[src/rtl/wb_master_arbiter.sv]
`default_nettype none
// +--------------------------------------------------------------------------+
// | Module      : wb_master_arbiter                                           |
// | Description : Arbiter/sequencer sharing one Wishbone master interface     |
// |               between NREQ requesters; snoops the bus response lines.     |
// |               Define WB_ARB_FIXED_PRIO_EN for fixed lowest-index priority |
// |               instead of round-robin.                                     |
// | Revision    : 1.0 - initial release                                       |
// +--------------------------------------------------------------------------+
module wb_master_arbiter #(
  parameter int NREQ = 4,
  parameter int dw   = 32,
  parameter int aw   = 32
) (
  input  logic                 wb_clk,
  input  logic                 wb_rst_n,
  input  logic [NREQ-1:0]      req,
  input  logic [NREQ*aw-1:0]   req_adr,
  input  logic [NREQ*4-1:0]    req_sel,
  input  logic [NREQ-1:0]      req_we,
  input  logic [NREQ*dw-1:0]   req_dat,
  output logic [NREQ-1:0]      grant,
  output logic [NREQ-1:0]      done,
  output logic                 rsp_err,
  output logic [dw-1:0]        rsp_dat,
  output logic                 mst_start,
  output logic [aw-1:0]        mst_adr,
  output logic [3:0]           mst_sel,
  output logic                 mst_we,
  output logic [dw-1:0]        mst_dat,
  input  logic                 wb_ack_i,
  input  logic                 wb_err_i,
  input  logic                 wb_rty_i,
  input  logic [dw-1:0]        wb_dat_i
);

  localparam int              LW       = (NREQ > 1) ? $clog2(NREQ) : 1;
  localparam logic [LW-1:0]   LAST_RST = LW'(NREQ - 1);

  typedef enum logic [1:0] {
    S_IDLE  = 2'd0,
    S_ISSUE = 2'd1,
    S_WAIT  = 2'd2,
    S_DONE  = 2'd3
  } state_t;

  state_t              state_q,   state_d;
  logic [LW-1:0]       last_q,    last_d;
  logic [LW-1:0]       gidx_q,    gidx_d;
  logic [NREQ-1:0]     grant_q,   grant_d;
  logic [NREQ-1:0]     done_q,    done_d;
  logic                err_q,     err_d;
  logic [dw-1:0]       rdat_q,    rdat_d;
  logic                start_q,   start_d;
  logic [aw-1:0]       adr_q,     adr_d;
  logic [3:0]          sel_q,     sel_d;
  logic                we_q,      we_d;
  logic [dw-1:0]       wdat_q,    wdat_d;

  logic                pick_vld;
  logic [LW-1:0]       pick_idx;
  logic [aw-1:0]       cmd_adr;
  logic [3:0]          cmd_sel;
  logic                cmd_we;
  logic [dw-1:0]       cmd_dat;

`ifdef WB_ARB_FIXED_PRIO_EN
  // Descending scan so the lowest active index is the one left standing.
  always_comb begin : p_select
    pick_vld = 1'b0;
    pick_idx = '0;
    for (int i = NREQ - 1; i >= 0; i--) begin
      if (req[i]) begin
        pick_vld = 1'b1;
        pick_idx = LW'(i);
      end
    end
  end
`else
  // Scan offsets NREQ..1 from last grant; the smallest offset wins.
  always_comb begin : p_select
    int rr_idx;
    pick_vld = 1'b0;
    pick_idx = '0;
    rr_idx   = 0;
    for (int k = NREQ; k >= 1; k--) begin
      rr_idx = int'(last_q) + k;
      if (rr_idx >= NREQ) begin
        rr_idx = rr_idx - NREQ;
      end
      if (req[rr_idx[LW-1:0]]) begin
        pick_vld = 1'b1;
        pick_idx = rr_idx[LW-1:0];
      end
    end
  end
`endif

  always_comb begin : p_cmd_mux
    cmd_adr = '0;
    cmd_sel = '0;
    cmd_we  = 1'b0;
    cmd_dat = '0;
    for (int i = 0; i < NREQ; i++) begin
      if (pick_idx == LW'(i)) begin
        cmd_adr = req_adr[i*aw +: aw];
        cmd_sel = req_sel[i*4 +: 4];
        cmd_we  = req_we[i];
        cmd_dat = req_dat[i*dw +: dw];
      end
    end
  end

  always_comb begin : p_next
    state_d = state_q;
    last_d  = last_q;
    gidx_d  = gidx_q;
    grant_d = grant_q;
    done_d  = '0;
    err_d   = err_q;
    rdat_d  = rdat_q;
    start_d = 1'b0;
    adr_d   = adr_q;
    sel_d   = sel_q;
    we_d    = we_q;
    wdat_d  = wdat_q;
    case (state_q)
      S_IDLE: begin
        if (pick_vld) begin
          grant_d           = '0;
          grant_d[pick_idx] = 1'b1;
          gidx_d            = pick_idx;
          adr_d             = cmd_adr;
          sel_d             = cmd_sel;
          we_d              = cmd_we;
          wdat_d            = cmd_dat;
          start_d           = 1'b1;
          state_d           = S_ISSUE;
        end
      end
      S_ISSUE: begin
        state_d = S_WAIT;
      end
      S_WAIT: begin
        // Error/retry takes precedence over a coincident ack.
        if (wb_err_i || wb_rty_i) begin
          err_d   = 1'b1;
          done_d  = grant_q;
          state_d = S_DONE;
        end else if (wb_ack_i) begin
          err_d   = 1'b0;
          if (!we_q) begin
            rdat_d = wb_dat_i;
          end
          done_d  = grant_q;
          state_d = S_DONE;
        end
      end
      S_DONE: begin
        last_d  = gidx_q;
        grant_d = '0;
        adr_d   = '0;
        sel_d   = '0;
        we_d    = 1'b0;
        wdat_d  = '0;
        state_d = S_IDLE;
      end
      default: begin
        state_d = S_IDLE;
      end
    endcase
  end

  always_ff @(posedge wb_clk or negedge wb_rst_n) begin
    if (!wb_rst_n) begin
      state_q <= S_IDLE;
      last_q  <= LAST_RST;
      gidx_q  <= '0;
      grant_q <= '0;
      done_q  <= '0;
      err_q   <= 1'b0;
      rdat_q  <= '0;
      start_q <= 1'b0;
      adr_q   <= '0;
      sel_q   <= '0;
      we_q    <= 1'b0;
      wdat_q  <= '0;
    end else begin
      state_q <= state_d;
      last_q  <= last_d;
      gidx_q  <= gidx_d;
      grant_q <= grant_d;
      done_q  <= done_d;
      err_q   <= err_d;
      rdat_q  <= rdat_d;
      start_q <= start_d;
      adr_q   <= adr_d;
      sel_q   <= sel_d;
      we_q    <= we_d;
      wdat_q  <= wdat_d;
    end
  end

  assign grant     = grant_q;
  assign done      = done_q;
  assign rsp_err   = err_q;
  assign rsp_dat   = rdat_q;
  assign mst_start = start_q;
  assign mst_adr   = adr_q;
  assign mst_sel   = sel_q;
  assign mst_we    = we_q;
  assign mst_dat   = wdat_q;

endmodule
`default_nettype wire
[config.mk]
export PLATFORM = sky130hd
export DESIGN_NAME = wb_master_arbiter
export DESIGN_NICKNAME = d
export VERILOG_FILES = /design/src/rtl/wb_master_arbiter.sv
export SDC_FILE = /design/constraint.sdc
export NUM_CORES = 1
export LEC_CHECK = 0
export ABC_AREA = 1
export CORE_UTILIZATION = 25
export CTS_BUF_LIST = sky130_fd_sc_hd__clkbuf_2
export DETAILED_ROUTE_END_ITERATION = 10
export GPL_ROUTABILITY_DRIVEN = 0
export PLACE_DENSITY = 0.53
export SYNTH_ARGS = -nofsm -noshare
export SYNTH_HDL_FRONTEND = slang
export SYNTH_SLANG_ARGS = --single-unit
[constraint.sdc]
create_clock -name wb_clk -period 2.75 [get_ports wb_clk]
set_clock_uncertainty 0.15 [all_clocks]
set_input_delay 0.275 -clock wb_clk [delete_from_list [all_inputs] [get_ports wb_clk]]
set_output_delay 0.275 -clock wb_clk [all_outputs]
set_load 0.1 [all_outputs]
==> results of run 1 <==
## layout make-up
type	count	area [sq um]
Antenna cell	2	5.00
Clock buffer	17	85.1
Clock inverter	15	160
Fill cell	3002	16500
Inverter	97	374
Multi-Input combinational cell	732	3860
Sequential cell	117	2930
Tap cell	390	488
Timing Repair Buffer	558	5390
## flip-flops by register name, indices dropped and copies added (netlist names)
| signal | cells |
|---|---|
| mst_dat | 32 |
| last_q | 2 |
| rsp_dat | 32 |
| mst_we | 1 |
| mst_start | 1 |
| state_q | 2 |
| done | 4 |
| gidx_q | 2 |
| rsp_err | 1 |
| mst_adr | 32 |
| grant | 4 |
| mst_sel | 4 |
## per-stage QoR
stage               area [sq um]  setup TNS [ps]  util [%]  hold WS, ps  power, uW
finish                     13300               0      44.6         92.9      18200
floorplan                   7600               0         -         -171      13500
CTS                        13300               0      44.5        0.624      18400
global route               13300               0      44.6         8.41      19600
global placement           12000            -512      40.2         29.8      16900
detailed placement         12000           -1640      40.2         23.7      17000
## power groups by stage
stage	Combinational [uW]	Clock (uW)	Sequential, uW
floorplan	6340	0	7200
global placement	14100	0	2820
detailed placement	14100	0	2840
CTS	14300	1280	2810
global route	15300	1370	2890
finish	14200	1190	2810
## repair_timing
| item | CTS | global route |
|---|---|---|
| setup buffers | 0 | 0 |
| setup endpoints to repair | 2 | 12 |
| resized for setup | 1 | 4 |
| pin swaps | 0 | 0 |
| hold endpoints to repair | 186 | 1 |
| hold buffers | 103 | 1 |
## metal layers
| metal | vias up | global-route usage (%) |
|---|---|---|
| li1 | 4321 | - |
| met1 | 3990 | 23.7 |
| met2 | 288 | 34.7 |
| met3 | 40 | 3.94 |
| met4 | 0 | 5.82 |
| met5 | - | 0 |
## worst max-delay path: cells and delay by family, from the launching register on
family | cells | cell delay, ps
and+or+nand+nor | 11 | 920
buffers and inverters | 3 | 700
DFF | 1 | 690
## Yosys cell counts
cell        n  area share, %
nor2_4      1           0.15
buf_2      40            2.6
nand3_4     1           0.23
clkinv_1    1          0.049
nor2_2      1          0.082
o21ai_4     1           0.21
nor3_2      8            1.1
o21bai_1   34            3.4
o21ai_0    23            1.5
inv_1      87            4.3
buf_6      13            1.9
nand3_1    97            6.4
nand2_4     1           0.15
mux2_2     32            4.7
nand4_1    47            3.9
nor3_1      1          0.066
a21oi_1    24            1.6
clkbuf_1   11           0.54
nand3b_1   46            4.5
o21bai_2   12            1.8
dfrtp_1   115             38
inv_2       7           0.35
nand2_2     7           0.58
o22ai_1     4           0.33
dfstp_2     2           0.69
ha_1        4           0.66
nand3_2     3           0.39
nor2_1     92            4.5
inv_4       1          0.082
o21ai_1     1          0.066
nand2_1   292             14
inv_6       1           0.12
buf_4       8           0.79
## worst max path at each step
stage,cells after the start,to,slack [ps]
3_5_place_dp,13,mst_sel[2],-100
6_report,14,mst_adr[24],220
2_1_floorplan,4,rsp_dat[10],530
4_1_cts,14,mst_adr[24],110
5_1_grt,13,mst_adr[17],40
3_3_place_gp,13,mst_adr[0],-30
## kinds of logic (layout without fill, tap and decap cells)
logic type	Yosys count	after routing
compound gates	99	99
flops	117	117
other cells	0	2
fa+ha+maj	4	4
buf+inv	169	687
mux	32	32
simple gates	597	597
## placed cells by master (no fill, tap or decap), drive strengths merged
master	instances
mux2	32
clkinvlp	1
ha	4
clkbuf	17
dfrtp	115
dlygate4sd3	104
clkinv	6
nand4	47
clkdlybuf4s50	315
nand3b	46
nand3	101
o22ai	4
nor2	94
a21oi	24
o21ai	25
buf	139
inv	105
diode	2
dfstp	2
nand2	300
o21bai	46
nor3	9
==> flow_metrics.env, run 1 <==
export IMPL_yosys_register_bits=117
export IMPL_num_io_pins=428
export IMPL_cts_tree="done"
export IMPL_status="finished, final reports clean"
export IMPL_clockBufferDepth=2
export IMPL_start_kind="register"
export IMPL_seqPwrFrac_pct=15.5
export IMPL_first_pass_iters=4
export IMPL_synth_cell_types=33
export IMPL_wl_met1_mm=12.9
export IMPL_netSwitchingFraction_pct=62.5
export IMPL_cellLeakagePower_uw=0.00638
export IMPL_layout_setup_ws_ps=219
export IMPL_worst_path_max_delay_cell="dfstp_2"
export IMPL_clkSinkCount=117
export IMPL_wire_per_inst_microns=16.0
export IMPL_hold_violations=0
export IMPL_startpoint="last_q[0]"
export IMPL_wl_mm=30.9
export IMPL_required_ps=3200
export IMPL_syn_to_final_growth_pct=74.8
export IMPL_dr_max_layer_used="met4"
export IMPL_maxCapViolations=0
export IMPL_min_path_cells=5
export IMPL_layout_cells_non_filler=1928
export IMPL_route_met3_wl_mm=1.74
export IMPL_path_max_fanout=28
export IMPL_rsz0062_at_grt="false"
export IMPL_clock_latency_ps=660
export IMPL_fp_row_count=63
export IMPL_dpl_hpwl_mm=21.8
export IMPL_netlist_instances=1018
export IMPL_numCtsBuffers=17
export IMPL_yosys_warnings=0
export IMPL_initialDrtViolationCount=375
export IMPL_seq_area_frac_synth_pct=38.5
export IMPL_layout_min_cycle_time_ps=2530
export IMPL_port_buffer_count=427
export IMPL_remaining_drc_errors=0
export IMPL_post_route_period_util_pct=92.0
export IMPL_track_usage_pct=19.6
export IMPL_cp_cell_sequence="inv_6 -> nand2_1 -> nand2_2 -> nand2_1 -> nand2_1 -> nand2_1 -> nand2_1 -> nand2_2 -> buf_6 -> buf_4 -> nand4_1 -> nand3_1 -> nand2_1 -> nand2_1"
export IMPL_initial_core_util_pct=25.5
export IMPL_grt_antenna_before_repair=1
export IMPL_dp_cells=1790
export IMPL_synthAdderAreaFrac_pct=0.658
export IMPL_power_frac_comb_pct=78.0
export IMPL_worstSetupPathType="reg -> reg"
export IMPL_end_kind="register"
export IMPL_ant_nets=0
export IMPL_slew_violations=0
export IMPL_min_to="mst_dat[25]"
export IMPL_r2r_cells=14
export IMPL_via_per_inst=4.48
export IMPL_dieArea_sq_um=31100
export IMPL_grt_max_degree=139
export IMPL_slew_headroom_pct=50.9
export IMPL_hold_path_class="in -> reg"
export IMPL_synth_area_mux_share_pct=4.74
export IMPL_setup_viol=0
export IMPL_synth_area_sq_um=7600
export IMPL_dpl_worst_slack_ps=-101
export IMPL_die_x_microns=176
export IMPL_worstReg2RegEnd="mst_adr[24]"
export IMPL_rr_startpoint="last_q[0]"
export IMPL_grt_pass1_wl_mm=47.4
export IMPL_yosys_area_share_simple_pct=36.4
export IMPL_p_sw_uw=11300
export IMPL_htree_levels=4
export IMPL_power_internal_uw=6810
export IMPL_worst_pin_slew_ps=734
export IMPL_power_frac_clock_pct=6.6
export IMPL_synth_nets=1339
export IMPL_vias=8639
export IMPL_vdd_ir_drop_max_mv=1.19
export IMPL_cp_arrival_ps=2980
export IMPL_synth_compound_area_share_pct=8.84
export IMPL_cts_reportedPaths_clkPinSlew_ps=280
export IMPL_crit_top_cell="nand2_1"
export IMPL_ff2ff_setup_slack_ps=220
export IMPL_cts_root_buf="clkbuf_2"
export IMPL_core_sq_um=29800
export IMPL_min_from="req_dat[25]"
export IMPL_met2WireLength_mm=15.6
export IMPL_power_density_nw_per_um2=1370
export IMPL_first_global_vias=8706
export IMPL_avgSynthCellArea_sq_um=7.47
export IMPL_synth_xor_area_share_pct=0
export IMPL_grt_overflow=0
export IMPL_synth_top_family_by_area="simple AND/OR/NAND/NOR gates"
export IMPL_max_clock_freq_ghz=0.395
export IMPL_die_h_microns=176
export IMPL_post_route_cells_drive_above_1_share_pct=16.2
export IMPL_final_nets=1844
export IMPL_cpPeakStageDelay_ps=690
Note: power is estimated with default switching activity, not from simulation.
==> run 2, diff against run 1 <==
- TNS_END_PERCENT: default -> 100
==> results of run 2 <==
Final layout, timing and power as in run 1 (identical DEF).
==> RTL change 1, RTL diff (settings of run 2) <==
Change the parameter `dw` from 32 to 16.
--- a/src/rtl/wb_master_arbiter.sv
+++ b/src/rtl/wb_master_arbiter.sv
@@ -10,5 +10,5 @@
 module wb_master_arbiter #(
   parameter int NREQ = 4,
-  parameter int dw   = 32,
+  parameter int dw   = 16,
   parameter int aw   = 32
 ) (
Interface: changed (resized mst_dat, req_dat, rsp_dat and wb_dat_i); port bits go from 428 to 316. The function was not compared with the original's and may differ.
==> RTL change 1 against run 2 <==
Setup slack improved by 0.068 ns; area after synthesis fell by 28%; utilization fell by 2.7 points; synthesized cell count fell by 22%; final cell count fell by 29%; via count fell by 30%; wire length fell by 28%; die area fell by 27%; design area fell by 33%; sequential cell count fell by 32; sequential power fell by 28%; power fell by 31%.
==> RTL change 1: results (changes against run 2) <==
[final_layout]
layout.nets=1329  ; -28%
largest_reg_flops=32
stdcell_count=1369  ; -29%
drive_gt1_frac=0.1464  ; -0.01572

[sta]
finalSetupViolations=0  ; unchanged
timing.fmax_mhz=406.1  ; +2.8%
worst_hold_slack_ns=0.05341  ; -0.03944 ns
relSlewSlack=0.4813  ; -0.02749

[synth]
yosys-top-cells-area=dfrtp_1 38%, nand2_1 16%, nor2_1 7.5%
yosys_warnings=0  ; unchanged
yosys_most_used_dff=dfrtp_1
yosysSeqAreaShare=0.3866  ; +0.001167
avgSynthCellArea_um2=6.982  ; -6.5%
synthTopCellsByCount=228 x nand2_1, 110 x nor2_1, 83 x dfrtp_1
yosysUniqueCellTypes=31  ; -6.1%
synth_nets=1030  ; -23%
async_flop_share=1.000  ; unchanged

[clocking]
cts.clk_slew.worst_paths_ns=0.31  ; +0.03 ns
postCtsSetupBuffers=0  ; unchanged
worstSkewPairLatency_ns=0.61  ; -0.05 ns
htreeDepth=3  ; -1
cts_made_buffers=9  ; -8
cts_resized=0  ; -1
ctsHoldBuffers=1  ; -99%

[critical_path]
rrSetupSlack_ns=0.29  ; +0.07 ns
timing.rr.end=mst_sel[2]
crit_family=simple AND/OR/NAND/NOR gates
path_max_fanout=53  ; +89%
cp_data_arrival_time_ns=2.84  ; -0.14 ns
slowest_delay_ns=0.71  ; +0.02 ns
crit_slowest_cell=dfstp_2
crit_start=last_q[0]
end_kind=flop
worst_r2r_path_depth=14  ; unchanged

[detailed_routing]
wl_per_cell_um=16.21  ; +1.3%
drtIter0Drc=183  ; -51%
wl_met3_mm=1.998  ; +15%
dr_wl_met2_mm=10.59  ; -32%
drt-met1-wl_mm=9.326  ; -28%
highest_layer=met5
firstDrtPassIters=5  ; +1
via_per_inst=4.427  ; -1.2%

[grt]
grt_max_degree=54  ; -61%
grt_pass1_wl_mm=32.69  ; -31%
gr-usage-all-layers=0.1925  ; -0.003041
grt_pass1_vias=5849  ; -33%
antenna_found_initial=2  ; +1

[placement]
dp_hpwl_mm=16.62  ; -24%
dp.cells=1351  ; -25%
place_worst_setup_slack_ns=0.1710  ; +0.2718 ns
dpl_cell_area_um2=8787  ; -27%
io_buffers=315  ; -26%

[power_and_ir_drop]
leakagePower_nw=4.380  ; -31%
ir_drop_uv=617.9  ; -48%

[outcome]
run_status=completed

[worst_hold_path]
hold_class=in2async

[RTL change 1: cells by family after synthesis]
| family | share of synthesized area |
|---|---|
| AO/OA/AOI/OAI | 0.09243 |
| adder cells (fa/ha/maj) | 0.009085 |
| buffers and inverters | 0.1072 |
| flip-flops | 0.3866 |
| multiplexers | 0.03270 |
| AND/OR/NAND/NOR | 0.3720 |
[RTL change 1: power by group]
group	internal (mW)	leakage, nW	switching, mW
logic	2.77	3.21	7.01
clock network	0.155	0.0741	0.553
registers	1.75	1.09	0.277
total	4.68	4.38	7.84
[RTL change 1: area by class of cell]
type	count	area (um^2)
Tap cell	275	344.1
Clock inverter	7	73.82
Timing Repair Buffer	335	3206
Antenna cell	1	2.502
Inverter	83	321.6
Multi-Input combinational cell	574	2806
Clock buffer	9	45.04
Sequential cell	85	2130
Fill cell	2257	12360
[RTL change 1: metal layers]
layer,track usage,vias up
li1,-,3110
met1,0.2332,2703
met2,0.3329,230
met3,0.05364,16
met4,0.04949,2
met5,0,-
==> RTL change 2, RTL diff (flow settings as in run 2) <==
Without the edit above. Reset style: synchronous (`wb_rst_n`), changed in one clocked block.
--- a/src/rtl/wb_master_arbiter.sv
+++ b/src/rtl/wb_master_arbiter.sv
@@ -172,5 +172,5 @@
   end
 
-  always_ff @(posedge wb_clk or negedge wb_rst_n) begin
+  always_ff @(posedge wb_clk) begin
     if (!wb_rst_n) begin
       state_q <= S_IDLE;
Function: differs if wb_rst_n is asserted again (counterexample within 4 cycles, from zero or initial values and one cycle with wb_rst_n low); with wb_rst_n held inactive, the same outputs for 4 cycles.
==> RTL change 2 against run 2 <==
Sequential cell count unchanged; largest power group unchanged; hold slack worse by 0.0013 ns; area after synthesis shrank 4.3%; sequential share of layout area shrank 3.4 points; critical path depth increased by 1; setup slack better by 0.10 ns; first-iteration DRC count grew 18%; wire length rose by 5.3%; design area down 5.6%; sequential power decreased by 10%; power fell by 19%; critical path type unchanged.
==> RTL change 2: results (changes against run 2) <==
[critical_path]
crit_slowest_cell=dfxtp_1
slowest_delay_ns=0.50  ; -0.19 ns
path_max_fanout=23  ; -18%
cp_data_arrival_time_ns=2.86  ; -0.12 ns

[power_and_ir_drop]
leakagePower_nw=5.729  ; -10%

[detailed_routing]
via_count=9279  ; +7.4%
drtIter0Drc=444  ; +18%
dr_wl_met2_mm=16.16  ; +3.9%
wl_met3_mm=2.024  ; +17%
wl_per_cell_um=15.94  ; -0.43%

[outcome]
run_status=completed

[grt]
grt_max_degree=61  ; -56%
gr-usage-all-layers=0.2148  ; +0.01924
grt_use_met2=0.3826  ; +0.03594
met3_usage=0.04727  ; +0.007868
grtUsageMet1=0.2590  ; +0.02212
antenna_found_initial=4  ; +3

[synth]
synthTopCellsByCount=378 x nand2_1, 151 x nand3_1, 117 x dfxtp_1
synth_nets=1521  ; +14%
yosys_most_used_dff=dfxtp_1
yosysUniqueCellTypes=29  ; -12%
synthCells=1200  ; +18%
async_flop_share=0  ; -1.000

[final_layout]
regArea_um2=2342  ; -20%
stdcell_count=2039  ; +5.8%
bufAreaShareNonClock=0.3926  ; -0.01261
fillCellCount=3032  ; +1.0%
diodes=3  ; +1
nNonClkBuffers=508  ; -9.0%
nMultiInputCombCells=860  ; +17%
multi_input_area_share=0.3195  ; +0.02884
clkCellAreaFrac=0.02174  ; +0.003290

[clocking]
cts.clk_slew.worst_paths_ns=0.23  ; -0.05 ns

[sta]
worst_slew_pin_slew_ns=0.6960  ; -0.03840 ns

[placement]
dp_hpwl_mm=23.45  ; +7.7%

==> RTL change 2: cell count changes after synthesis, moves of 32 or more <==
cell	change
clkbuf_1	+41
nand3_1	+54
o21bai_1	-34
mux2_2	-32
nand2_1	+86
a21oi_1	+64
dfxtp_1	+117
dfrtp_1	-115
==> RTL change 2: kinds of logic after synthesis <==
group | after synthesis | synth area share
AND/OR/NAND/NOR | 715 | 0.4420
buffers and inverters | 223 | 0.1305
AO/OA/AOI/OAI | 141 | 0.09885
flip-flops | 117 | 0.3218
adder cells (fa/ha/maj) | 4 | 0.006877
==> RTL change 2: power breakdown <==
group / total [mW] / switching (mW) / internal [mW]
clock network: 1.33 / 0.867 / 0.463
logic: 10.9 / 7.71 / 3.16
registers: 2.53 / 0.308 / 2.22
total: 14.7 / 8.88 / 5.85
==> RTL change 2: path summary, 6_finish.rpt <==
check / from / endpoint / slack [ns] / cells after the start
worst max-delay path: last_q[0] / mst_dat[6] / 0.32 / 15
worst min-delay path: req_dat[110] / mst_dat[14] / 0.09 / 5
worst max register to register: last_q[0] / mst_dat[6] / 0.32 / 15
worst min register to register: grant[3] / done[3] / 0.28 / 2
==> RTL change 2: repair_timing <==
action,in CTS,in global routing
hold buffers,47,0
setup endpoints to repair,0,6
gates resized for setup,0,1
hold endpoints to repair,47,0
==> RTL change 2: metrics by stage <==
stage          setup WS (ns)  hold WS, ns  cell area (um^2)  power, mW
2_1_floorplan         0.6532       0.2540              7278      10.40
3_3_place_gp          0.1610       0.3000             11790      13.44
3_5_place_dp          0.1276       0.3041             11790      13.48
4_1_cts               0.2120    0.0006327             12540      14.92
5_1_grt              0.01588     0.002514             12550      15.85
6_report              0.3236      0.09156             12550      14.73
